`src/rtl/mem_bus_arbiter.sv`:
```
// Two-master / one-slave memory bus arbiter with per-transaction grant lock and wait timeout.
// Latency: zero added; the winning master is forwarded to the slave in the cycle it requests.
// Backpressure: loser (or a master arriving while locked) waits; slave stalls via s_ready, bounded by TIMEOUT_CYCLES.
//
// Ports:
//   clk, res                      clock, synchronous active-high reset
//   mN_accessType/addr/dataOut    master N request (N = 0,1), held stable until mN_ready
//   mN_dataIn/ready/err           read data (always s_dataIn), completion strobe, timeout flag
//   s_accessType/addr/dataOut     forwarded request to the slave
//   s_dataIn, s_ready             slave read data and completion
//   grant                         one-hot bus owner this cycle, 00 when none
//
// Build option: define MEM_ARB_ROUND_ROBIN_EN for round-robin tie-break;
// otherwise master 0 always wins ties and no last-grant register is built.

`ifndef MEM_ACCESS_T
`define MEM_ACCESS_T logic [1:0]
`endif
`ifndef MEM_ACCESS_NONE
`define MEM_ACCESS_NONE 2'b00
`define MEM_ACCESS_X    2'b01
`define MEM_ACCESS_R    2'b10
`define MEM_ACCESS_W    2'b11
`endif

module mem_bus_arbiter #(
   parameter int TIMEOUT_CYCLES = 255
) (
   input  logic         clk,
   input  logic         res,
   input  `MEM_ACCESS_T m0_accessType,
   input  logic [31:0]  m0_addr,
   input  logic [31:0]  m0_dataOut,
   output logic [31:0]  m0_dataIn,
   output logic         m0_ready,
   output logic         m0_err,
   input  `MEM_ACCESS_T m1_accessType,
   input  logic [31:0]  m1_addr,
   input  logic [31:0]  m1_dataOut,
   output logic [31:0]  m1_dataIn,
   output logic         m1_ready,
   output logic         m1_err,
   output `MEM_ACCESS_T s_accessType,
   output logic [31:0]  s_addr,
   output logic [31:0]  s_dataOut,
   input  logic [31:0]  s_dataIn,
   input  logic         s_ready,
   output logic [1:0]   grant
);

   typedef enum logic [1:0] {
      ST_IDLE  = 2'd0,
      ST_BUSY0 = 2'd1,
      ST_BUSY1 = 2'd2
   } state_t;

   localparam logic [7:0] TO_LIM = 8'(TIMEOUT_CYCLES);

   state_t       state_q, state_d;
   logic [7:0]   cnt_q, cnt_d;
   logic [7:0]   cnt_cur;     // wait count as seen in the current cycle
   logic         req0, req1;
   logic         gnt_vld;     // some master owns the bus this cycle
   logic         owner;       // 0 = master 0, 1 = master 1 (valid with gnt_vld)
   logic         withdraw;    // locked master dropped its request
   logic         done;
   logic         tmo;
   logic         tie_win;
   `MEM_ACCESS_T sel_acc;

   assign req0 = (m0_accessType != `MEM_ACCESS_NONE);
   assign req1 = (m1_accessType != `MEM_ACCESS_NONE);

`ifdef MEM_ARB_ROUND_ROBIN_EN
   // Index of the master granted most recently; resets to master 1 so
   // master 0 takes the first tie.
   logic last_q, last_d;
   assign tie_win = ~last_q;
`else
   assign tie_win = 1'b0;
`endif

   always_comb begin
      state_d  = state_q;
      cnt_d    = cnt_q;
      cnt_cur  = cnt_q;
      gnt_vld  = 1'b0;
      owner    = 1'b0;
      withdraw = 1'b0;
      done     = 1'b0;
      tmo      = 1'b0;
`ifdef MEM_ARB_ROUND_ROBIN_EN
      last_d   = last_q;
`endif
      case (state_q)
         ST_IDLE: begin
            // The grant cycle counts as the first wait cycle.
            cnt_cur = 8'd1;
            if (req0 || req1) begin
               gnt_vld = 1'b1;
               owner   = (req0 && req1) ? tie_win : req1;
`ifdef MEM_ARB_ROUND_ROBIN_EN
               last_d  = owner;
`endif
            end
         end
         ST_BUSY0: begin
            gnt_vld  = 1'b1;
            owner    = 1'b0;
            withdraw = !req0;
         end
         ST_BUSY1: begin
            gnt_vld  = 1'b1;
            owner    = 1'b1;
            withdraw = !req1;
         end
         default: ;
      endcase

      if (gnt_vld && !withdraw) begin
         done = s_ready;
         // A slave completing in the limit cycle wins over the timeout.
         tmo  = !s_ready && (cnt_cur == TO_LIM);
         if (done || tmo) begin
            state_d = ST_IDLE;
            cnt_d   = 8'd0;
         end else begin
            state_d = owner ? ST_BUSY1 : ST_BUSY0;
            cnt_d   = cnt_cur + 8'd1;
         end
      end else begin
         state_d = ST_IDLE;
         cnt_d   = 8'd0;
      end
   end

   always_ff @(posedge clk) begin
      if (res) begin
         state_q <= ST_IDLE;
         cnt_q   <= 8'd0;
`ifdef MEM_ARB_ROUND_ROBIN_EN
         last_q  <= 1'b1;
`endif
      end else begin
         state_q <= state_d;
         cnt_q   <= cnt_d;
`ifdef MEM_ARB_ROUND_ROBIN_EN
         last_q  <= last_d;
`endif
      end
   end

   // Outputs are combinational so the slave sees a request with no added
   // latency; reset gates them so an in-flight access is dropped at once.
   assign sel_acc      = owner ? m1_accessType : m0_accessType;
   assign s_accessType = (res || !gnt_vld || withdraw || tmo) ? `MEM_ACCESS_NONE : sel_acc;
   assign s_addr       = owner ? m1_addr : m0_addr;
   assign s_dataOut    = owner ? m1_dataOut : m0_dataOut;
   assign grant        = (res || !gnt_vld) ? 2'b00 : (owner ? 2'b10 : 2'b01);

   assign m0_dataIn = s_dataIn;
   assign m1_dataIn = s_dataIn;
   assign m0_ready  = !res && gnt_vld && !owner && (done || tmo);
   assign m1_ready  = !res && gnt_vld &&  owner && (done || tmo);
   assign m0_err    = !res && gnt_vld && !owner && tmo;
   assign m1_err    = !res && gnt_vld &&  owner && tmo;

endmodule
```
`config.mk`:
```
export PLATFORM = sky130hd
export DESIGN_NAME = mem_bus_arbiter
export DESIGN_NICKNAME = d
export VERILOG_FILES = /design/src/rtl/mem_bus_arbiter.sv
export SDC_FILE = /design/constraint.sdc
export NUM_CORES = 1
export LEC_CHECK = 0
export BUFFER_PORTS_ARGS = -buffer_cell sky130_fd_sc_hd__buf_4
export CORE_AREA = 4 4 117 119
export DETAILED_ROUTE_END_ITERATION = 10
export DIE_AREA = 0 0 121 123
export PLACE_DENSITY = 0.48
export SLEW_MARGIN = 20
export SYNTH_ARGS = -nofsm -noshare
export SYNTH_HDL_FRONTEND = slang
export SYNTH_SLANG_ARGS = --single-unit
```
`constraint.sdc`:
```
create_clock -name clk -period 4 [get_ports clk]
set_input_delay 0.8 -clock clk [delete_from_list [all_inputs] [get_ports clk]]
set_output_delay 0.8 -clock clk [all_outputs]
set_load 0.01 [all_outputs]
```
==> results of run 1 <==
-- worst max path at each step --
stage | endpoint | slack (ns) | cells after the start | startpoint
2_1_floorplan | m0_ready | 1.22 | 9 | state_q[0]
3_3_place_gp | m1_ready | 1.04 | 9 | state_q[0]
3_5_place_dp | m1_ready | 0.96 | 9 | state_q[0]
4_1_cts | m1_ready | 0.70 | 9 | state_q[0]
5_1_grt | m0_ready | 0.53 | 9 | state_q[0]
6_report | m1_ready | 0.72 | 9 | state_q[0]
-- routing by layer --
metal  vias to the layer above  share of wire [%]  global-route usage (%)  routed length, µm
met1                      1072                 37                   11.71               3134
met4                         0                1.9                   3.116                161
li1                       1295                  -                       -                  -
met5                         -                  0                       0                  0
met2                       185                 48                   18.06               4073
met3                        18                 13                   3.888               1105
-- power by group --
group / leakage [nW] / switching, mW / internal (mW) / total [mW]
Clock: 0.0370 / 0.0441 / 0.129 / 0.173
Sequential: 0.0810 / 0.00142 / 0.103 / 0.104
Combinational: 1.75 / 0.183 / 0.213 / 0.396
Total: 1.86 / 0.229 / 0.445 / 0.674
-- cell families (layout without fill, tap and decap cells) --
group           Yosys count  count (layout)  synth area share (%)
compound gates            9               9                 3.261
xor+xnor                  6               6                 2.685
fa+ha+maj                 6               6                 3.836
buf+inv                  86             220                 30.31
flops                    10              10                 10.23
simple gates            238             238                 49.68
-- synth_stat cells, drive strengths merged --
library cell,instances
xnor2,4
nand2b,1
nor4bb,1
and4b,2
o41ai,1
nand4b,2
or4,2
a21oi,3
dfxtp,10
or2,3
nor2b,4
or3,1
xor2,2
inv,7
nand2,197
nor3,6
o32a,1
nand3,4
o32ai,1
clkbuf,4
ha,6
buf,75
a31oi,2
and2,1
nor2,14
a31o,1
-- per-stage QoR --
step	std cells	area (µm²)	setup slack [ns]	utilization [%]
after floorplan	355	1957	1.220	-
after global placement	658	3197	1.040	25.44
after detailed placement	658	3197	0.9608	25.44
after CTS	661	3272	0.6993	26.03
after global routing	661	3272	0.5336	26.03
final	661	3272	0.7175	26.03
-- sequential cells by signal, indices dropped and copies added (netlist names) --
name / count
state_q: 2
cnt_q: 8
-- final cells by class --
cell class                      count  area (µm²)
Fill cell                        1419        9296
Clock buffer                        3       75.07
Multi-Input combinational cell    259        1179
Tap cell                          172       215.2
Timing Repair Buffer              210        1577
Sequential cell                    10       200.2
Inverter                            7       26.28
-- worst max-delay path: stages (launching register included) --
cell and delay (ns):
dfxtp_1 0.32, inv_1 0.10, ha_1 0.35, or2_2 0.19
ha_1 0.22, and4b_1 0.26, a31oi_1 0.13, or4_1 0.45
nor2_1 0.11, buf_4 0.13
-- layout by cell type, fill, tap and decap left out --
cell       instances
ha_1               6
a31oi_4            1
o41ai_1            1
or2_2              2
nor4bb_1           1
or4_1              2
inv_1              7
o32a_1             1
buf_4            210
nand2b_1           1
and4b_1            2
nor3_1             6
o32ai_1            1
a21oi_1            3
a31oi_1            1
and2_1             1
nand3_1            3
nand3_2            1
xor2_1             2
dfxtp_1           10
nand2_1          197
clkbuf_16          3
nor2b_1            4
or2_1              1
nor2_1            14
xnor2_1            4
a31o_2             1
or3_1              1
nand4b_1           2
==> results.sh, run 1 <==
export IMPL_yosysSeqAreaShare_pct=10.23
export IMPL_die_x_um=121
export IMPL_holdPathStages=2
export IMPL_gp_congestion=0.7492
export IMPL_firstDrtPassIters=4
export IMPL_postCtsResizedCells=0
export IMPL_synth_top_area_share_pct=37.79
export IMPL_setup_tns_ns=0
export IMPL_vias=2570
export IMPL_portBuffers=206
export IMPL_crit_type="reg2out"
export IMPL_worstMarginPinSlew_ns=0.5210
export IMPL_cts_sinks=10
export IMPL_layout_drive_gt1_share_pct=44.58
export IMPL_drt_total_wl_um=8475
export IMPL_outcome="complete, no violations"
export IMPL_hold_violations=0
export IMPL_finalPower_mw=0.6735
export IMPL_routedWlPerCell_um=12.82
export IMPL_fin_crit_ns=3.283
export IMPL_io_pin_count=303
export IMPL_r2r_cells=8
export IMPL_whs_ns=0.5329
export IMPL_area_growth_pct=67.20
export IMPL_reg2reg_slack_ns=1.62
export IMPL_cts_hold_buffers=0
export IMPL_mappedNetlistNets=528
export IMPL_clk_pin_slew_worst_paths_ns=0.04
export IMPL_die_y_um=123
export IMPL_maxCapViolations=0
export IMPL_period_share_pct=82.06
export IMPL_clk_latency_ns=0.24
export IMPL_dp_hpwl_um=7396
export IMPL_power_density_nw_per_um2=205.9
export IMPL_grt_ovfl_total=0
export IMPL_maxSlewViolCount=0
export IMPL_track_usage_pct=10.33
export IMPL_hold_class="reg2reg"
export IMPL_setup_viol=0
export IMPL_clk_path_buf_depth=2
export IMPL_r2r_end="cnt_q[7]"
export IMPL_start_util_pct=15.57
export IMPL_detail_route_iter0_violations=69
export IMPL_grt_max_degree=42
export IMPL_via_per_inst=3.888
export IMPL_clockRootBuffer="clkbuf_16"
export IMPL_dieArea_um2=14880
export IMPL_hp_start="cnt_q[0]"
export IMPL_r2r_start="state_q[0]"
export IMPL_ir_drop_mv=0.1126
export IMPL_synth_top_cell_by_area="nand2_1"
export IMPL_fmax_mhz=304.6
export IMPL_syn_instance_count=355
export IMPL_synthTopCellsByArea="nand2_1, buf_4, dfxtp_1"
export IMPL_finalNetCount=664
export IMPL_syn_avg_cell_area_um2=5.512
export IMPL_critPathMaxFanout=10
export IMPL_post_cts_buffers=0
export IMPL_startpoint_type="flip-flop"
export IMPL_syn_area_um2=1957
export IMPL_ys_warn_count=0
export IMPL_leakagePower_nw=1.864
export IMPL_insertedDiodeCount=0
export IMPL_worst_hold_path_endpoint="cnt_q[0]"
export IMPL_clock_skew_ns=0.003797
export IMPL_worstPathRequired_ns=3.20
export IMPL_endpoint_kind="primary output"
export IMPL_critPathArrivalTime_ns=2.48
export IMPL_rows=41
export IMPL_grt_pass1_wl_um=12550
export IMPL_synth_cell_type_count=30
export IMPL_first_global_vias=2601
export IMPL_cts_made_buffers=3
export IMPL_antenna_found_initial=0
export IMPL_rsz0062_at_grt="no"
export IMPL_detail_route_antenna_nets=0
export IMPL_core_um2=12570
export IMPL_cts_htree_levels=1
export IMPL_route_detailed_drc=0
export IMPL_ys_seq_elements=10
export IMPL_cts_tree="yes"
export IMPL_slew_headroom_pct=64.81
No activity file was read; power rests on OpenSTA's default activity.
==> run 2: changes to the inputs <==
--- a/config.mk
+++ b/config.mk
@@ -6,10 +6,10 @@
 export NUM_CORES = 1
 export LEC_CHECK = 0
 export BUFFER_PORTS_ARGS = -buffer_cell sky130_fd_sc_hd__buf_4
-export CORE_AREA = 4 4 117 119
+export CORE_AREA = 4 4 114 116
 export DETAILED_ROUTE_END_ITERATION = 10
-export DIE_AREA = 0 0 121 123
-export PLACE_DENSITY = 0.48
+export DIE_AREA = 0 0 118 120
+export PLACE_DENSITY = 0.5
 export SLEW_MARGIN = 20
 export SYNTH_ARGS = -nofsm -noshare
 export SYNTH_HDL_FRONTEND = slang
==> constraint.sdc (replaced) <==
create_clock -name clk -period 3.2 [get_ports clk]
set_input_delay 0.64 -clock clk [delete_from_list [all_inputs] [get_ports clk]]
set_output_delay 0.64 -clock clk [all_outputs]
set_load 0.01 [all_outputs]
==> run 2 against run 1 <==
Against the previous run: clock power grew 40%; highest routed layer unchanged; global-route usage rose by 0.62 points; worst setup slack got worse by 0.52 ns.
==> results.sh, run 2 (synthesis gave the netlist of run 1 again) <==
export IMPL_worstPathRequired_ns=2.56
export IMPL_drt_total_wl_um=8565
export IMPL_cts_htree_levels=1
export IMPL_path_cells="inv_1, ha_2, or2_2, ha_1, and4b_1, a31oi_1, or4_1, nor2_1, buf_4"
export IMPL_reg_largest_list="cnt_q: 8 flops, state_q: 2 flops"
export IMPL_worst_hold_path_endpoint="cnt_q[0]"
export IMPL_clock_skew_ns=0.002060
export IMPL_grt_pass1_wl_um=12810
export IMPL_ir_drop_mv=0.1238
export IMPL_utilization_pct=27.34
export IMPL_startpoint_type="flip-flop"
export IMPL_leakagePower_nw=1.870
export IMPL_final_cell_mix="buf_4, nand2_1, nor2_1"
export IMPL_slew_headroom_pct=72.89
export IMPL_vias=2555
export IMPL_dieArea_um2=14160
export IMPL_rows=40
export IMPL_finalPower_mw=0.8696
export IMPL_clk_path_buf_depth=2
export IMPL_cts_made_buffers=3
export IMPL_grt_ovfl_total=0
export IMPL_dp_hpwl_um=7492
export IMPL_gp_congestion=0.7770
export IMPL_largest_register_ffs=8
export IMPL_r2r_end="cnt_q[5]"
export IMPL_detail_route_iter0_violations=119
export IMPL_firstDrtPassIters=4
export IMPL_power_switching_mw=0.2873
export IMPL_maxSlewViolCount=0
export IMPL_r2r_start="state_q[0]"
export IMPL_hold_class="reg2reg"
export IMPL_reg2reg_slack_ns=0.99
export IMPL_cts_tree="yes"
export IMPL_area_growth_pct=66.43
export IMPL_portBuffers=206
export IMPL_grt_max_degree=37
export IMPL_holdPathStages=2
export IMPL_combPwrFrac_pct=57.2
export IMPL_worstMarginPinSlew_ns=0.4011
export IMPL_die_x_um=118
export IMPL_detail_route_antenna_nets=0
export IMPL_crit_type="reg2out"
export IMPL_insertedDiodeCount=0
export IMPL_routedWlPerCell_um=13.45
export IMPL_critPathArrivalTime_ns=2.36
export IMPL_rsz0062_at_grt="no"
export IMPL_top_register="cnt_q"
export IMPL_via_per_inst=4.011
export IMPL_setup_viol=0
export IMPL_worst_slack_ns=0.1972
export IMPL_setup_tns_ns=0
export IMPL_maxCapViolations=0
export IMPL_critPathMaxFanout=10
export IMPL_power_density_nw_per_um2=267.0
export IMPL_io_pin_count=303
export IMPL_seqPwrFrac_pct=15.0
export IMPL_r2r_cells=8
export IMPL_outcome="complete, no violations"
export IMPL_track_usage_pct=10.95
export IMPL_first_global_vias=2555
export IMPL_fmax_mhz=333.0
export IMPL_hp_start="cnt_q[0]"
export IMPL_route_detailed_drc=0
export IMPL_cp_slowest_stage_delay_ns=0.44
export IMPL_cts_sinks=10
export IMPL_antenna_found_initial=0
export IMPL_layout_drive_gt1_share_pct=44.90
export IMPL_clk_pin_slew_worst_paths_ns=0.04
export IMPL_clkPwrFrac_pct=27.9
export IMPL_endpoint_kind="primary output"
export IMPL_period_share_pct=93.84
export IMPL_internal_power_mw=0.5823
export IMPL_cts_hold_buffers=0
export IMPL_final_common_cell="buf_4"
export IMPL_preCtsSetupSlack_ns=0.3379
export IMPL_core_um2=11910
export IMPL_worst_path_max_delay_cell="or4_1"
export IMPL_finalNetCount=664
export IMPL_swShare_pct=33.04
export IMPL_die_y_um=120
export IMPL_clk_latency_ns=0.24
export IMPL_hold_violations=0
export IMPL_start_util_pct=16.43
export IMPL_clockRootBuffer="clkbuf_16"
export IMPL_fin_crit_ns=3.003
## run 2: cell count changes in the layout (fill, tap and decap cells not counted)
| cell | delta |
|---|---|
| ha_2 | +1 |
| ha_1 | -1 |
| clkbuf_8 | +1 |
## run 2: metal layers
layer	GRT usage, %	wire (µm)
met1	11.65	3136
met2	19.80	4281
met3	4.383	975
met4	3.516	171
met5	0	0
## run 2: final cells by class
cell class              count  area [µm²]
fillers                  1315        8655
flip-flops and latches     10       200.2
well taps                 147       183.9
inverters                   7       26.28
repair buffers            210        1577
clock buffers               4       88.84
multi-input cells         259        1181
## run 2: power groups by stage
stage,Clock (mW),Combinational [mW],Sequential [mW]
final,0.242,0.497,0.130
after global routing,0.253,0.549,0.130
after CTS,0.250,0.507,0.130
after detailed placement,0,0.505,0.132
after global placement,0,0.502,0.132
after floorplan,0,0.282,0.132
## run 2: stage by stage
stage	std cells	hold WS [ns]	instance area, µm²
floorplan	355	0.4877	1957
global placement	633	0.5043	3166
detailed placement	633	0.5148	3166
CTS	637	0.5221	3254
global route	637	0.5352	3257
finish	637	0.5219	3257
## run 2: worst max-delay path, delay by kind of cell, from the launching register on
family          cells  cell delay [ns]
compound gates      1             0.12
buf+inv             2             0.23
simple gates        4             0.96
flops               1             0.32
fa+ha+maj           2             0.49
## run 2: worst max-delay path by stage
stage	from	to	slack, ns	depth (start not counted)
6_report	state_q[0]	m1_ready	0.20	9
5_1_grt	state_q[1]	m0_ready	0.06	9
4_1_cts	state_q[0]	m1_ready	0.09	9
3_5_place_dp	state_q[0]	m1_ready	0.34	9
3_3_place_gp	state_q[0]	m0_ready	0.41	9
2_1_floorplan	state_q[0]	m0_ready	0.58	9
## run 2: timing repair
item / in CTS / in global routing
setup endpoints to repair: 0 / 3
buffers inserted: 0 / 0
resized for setup: 0 / 1
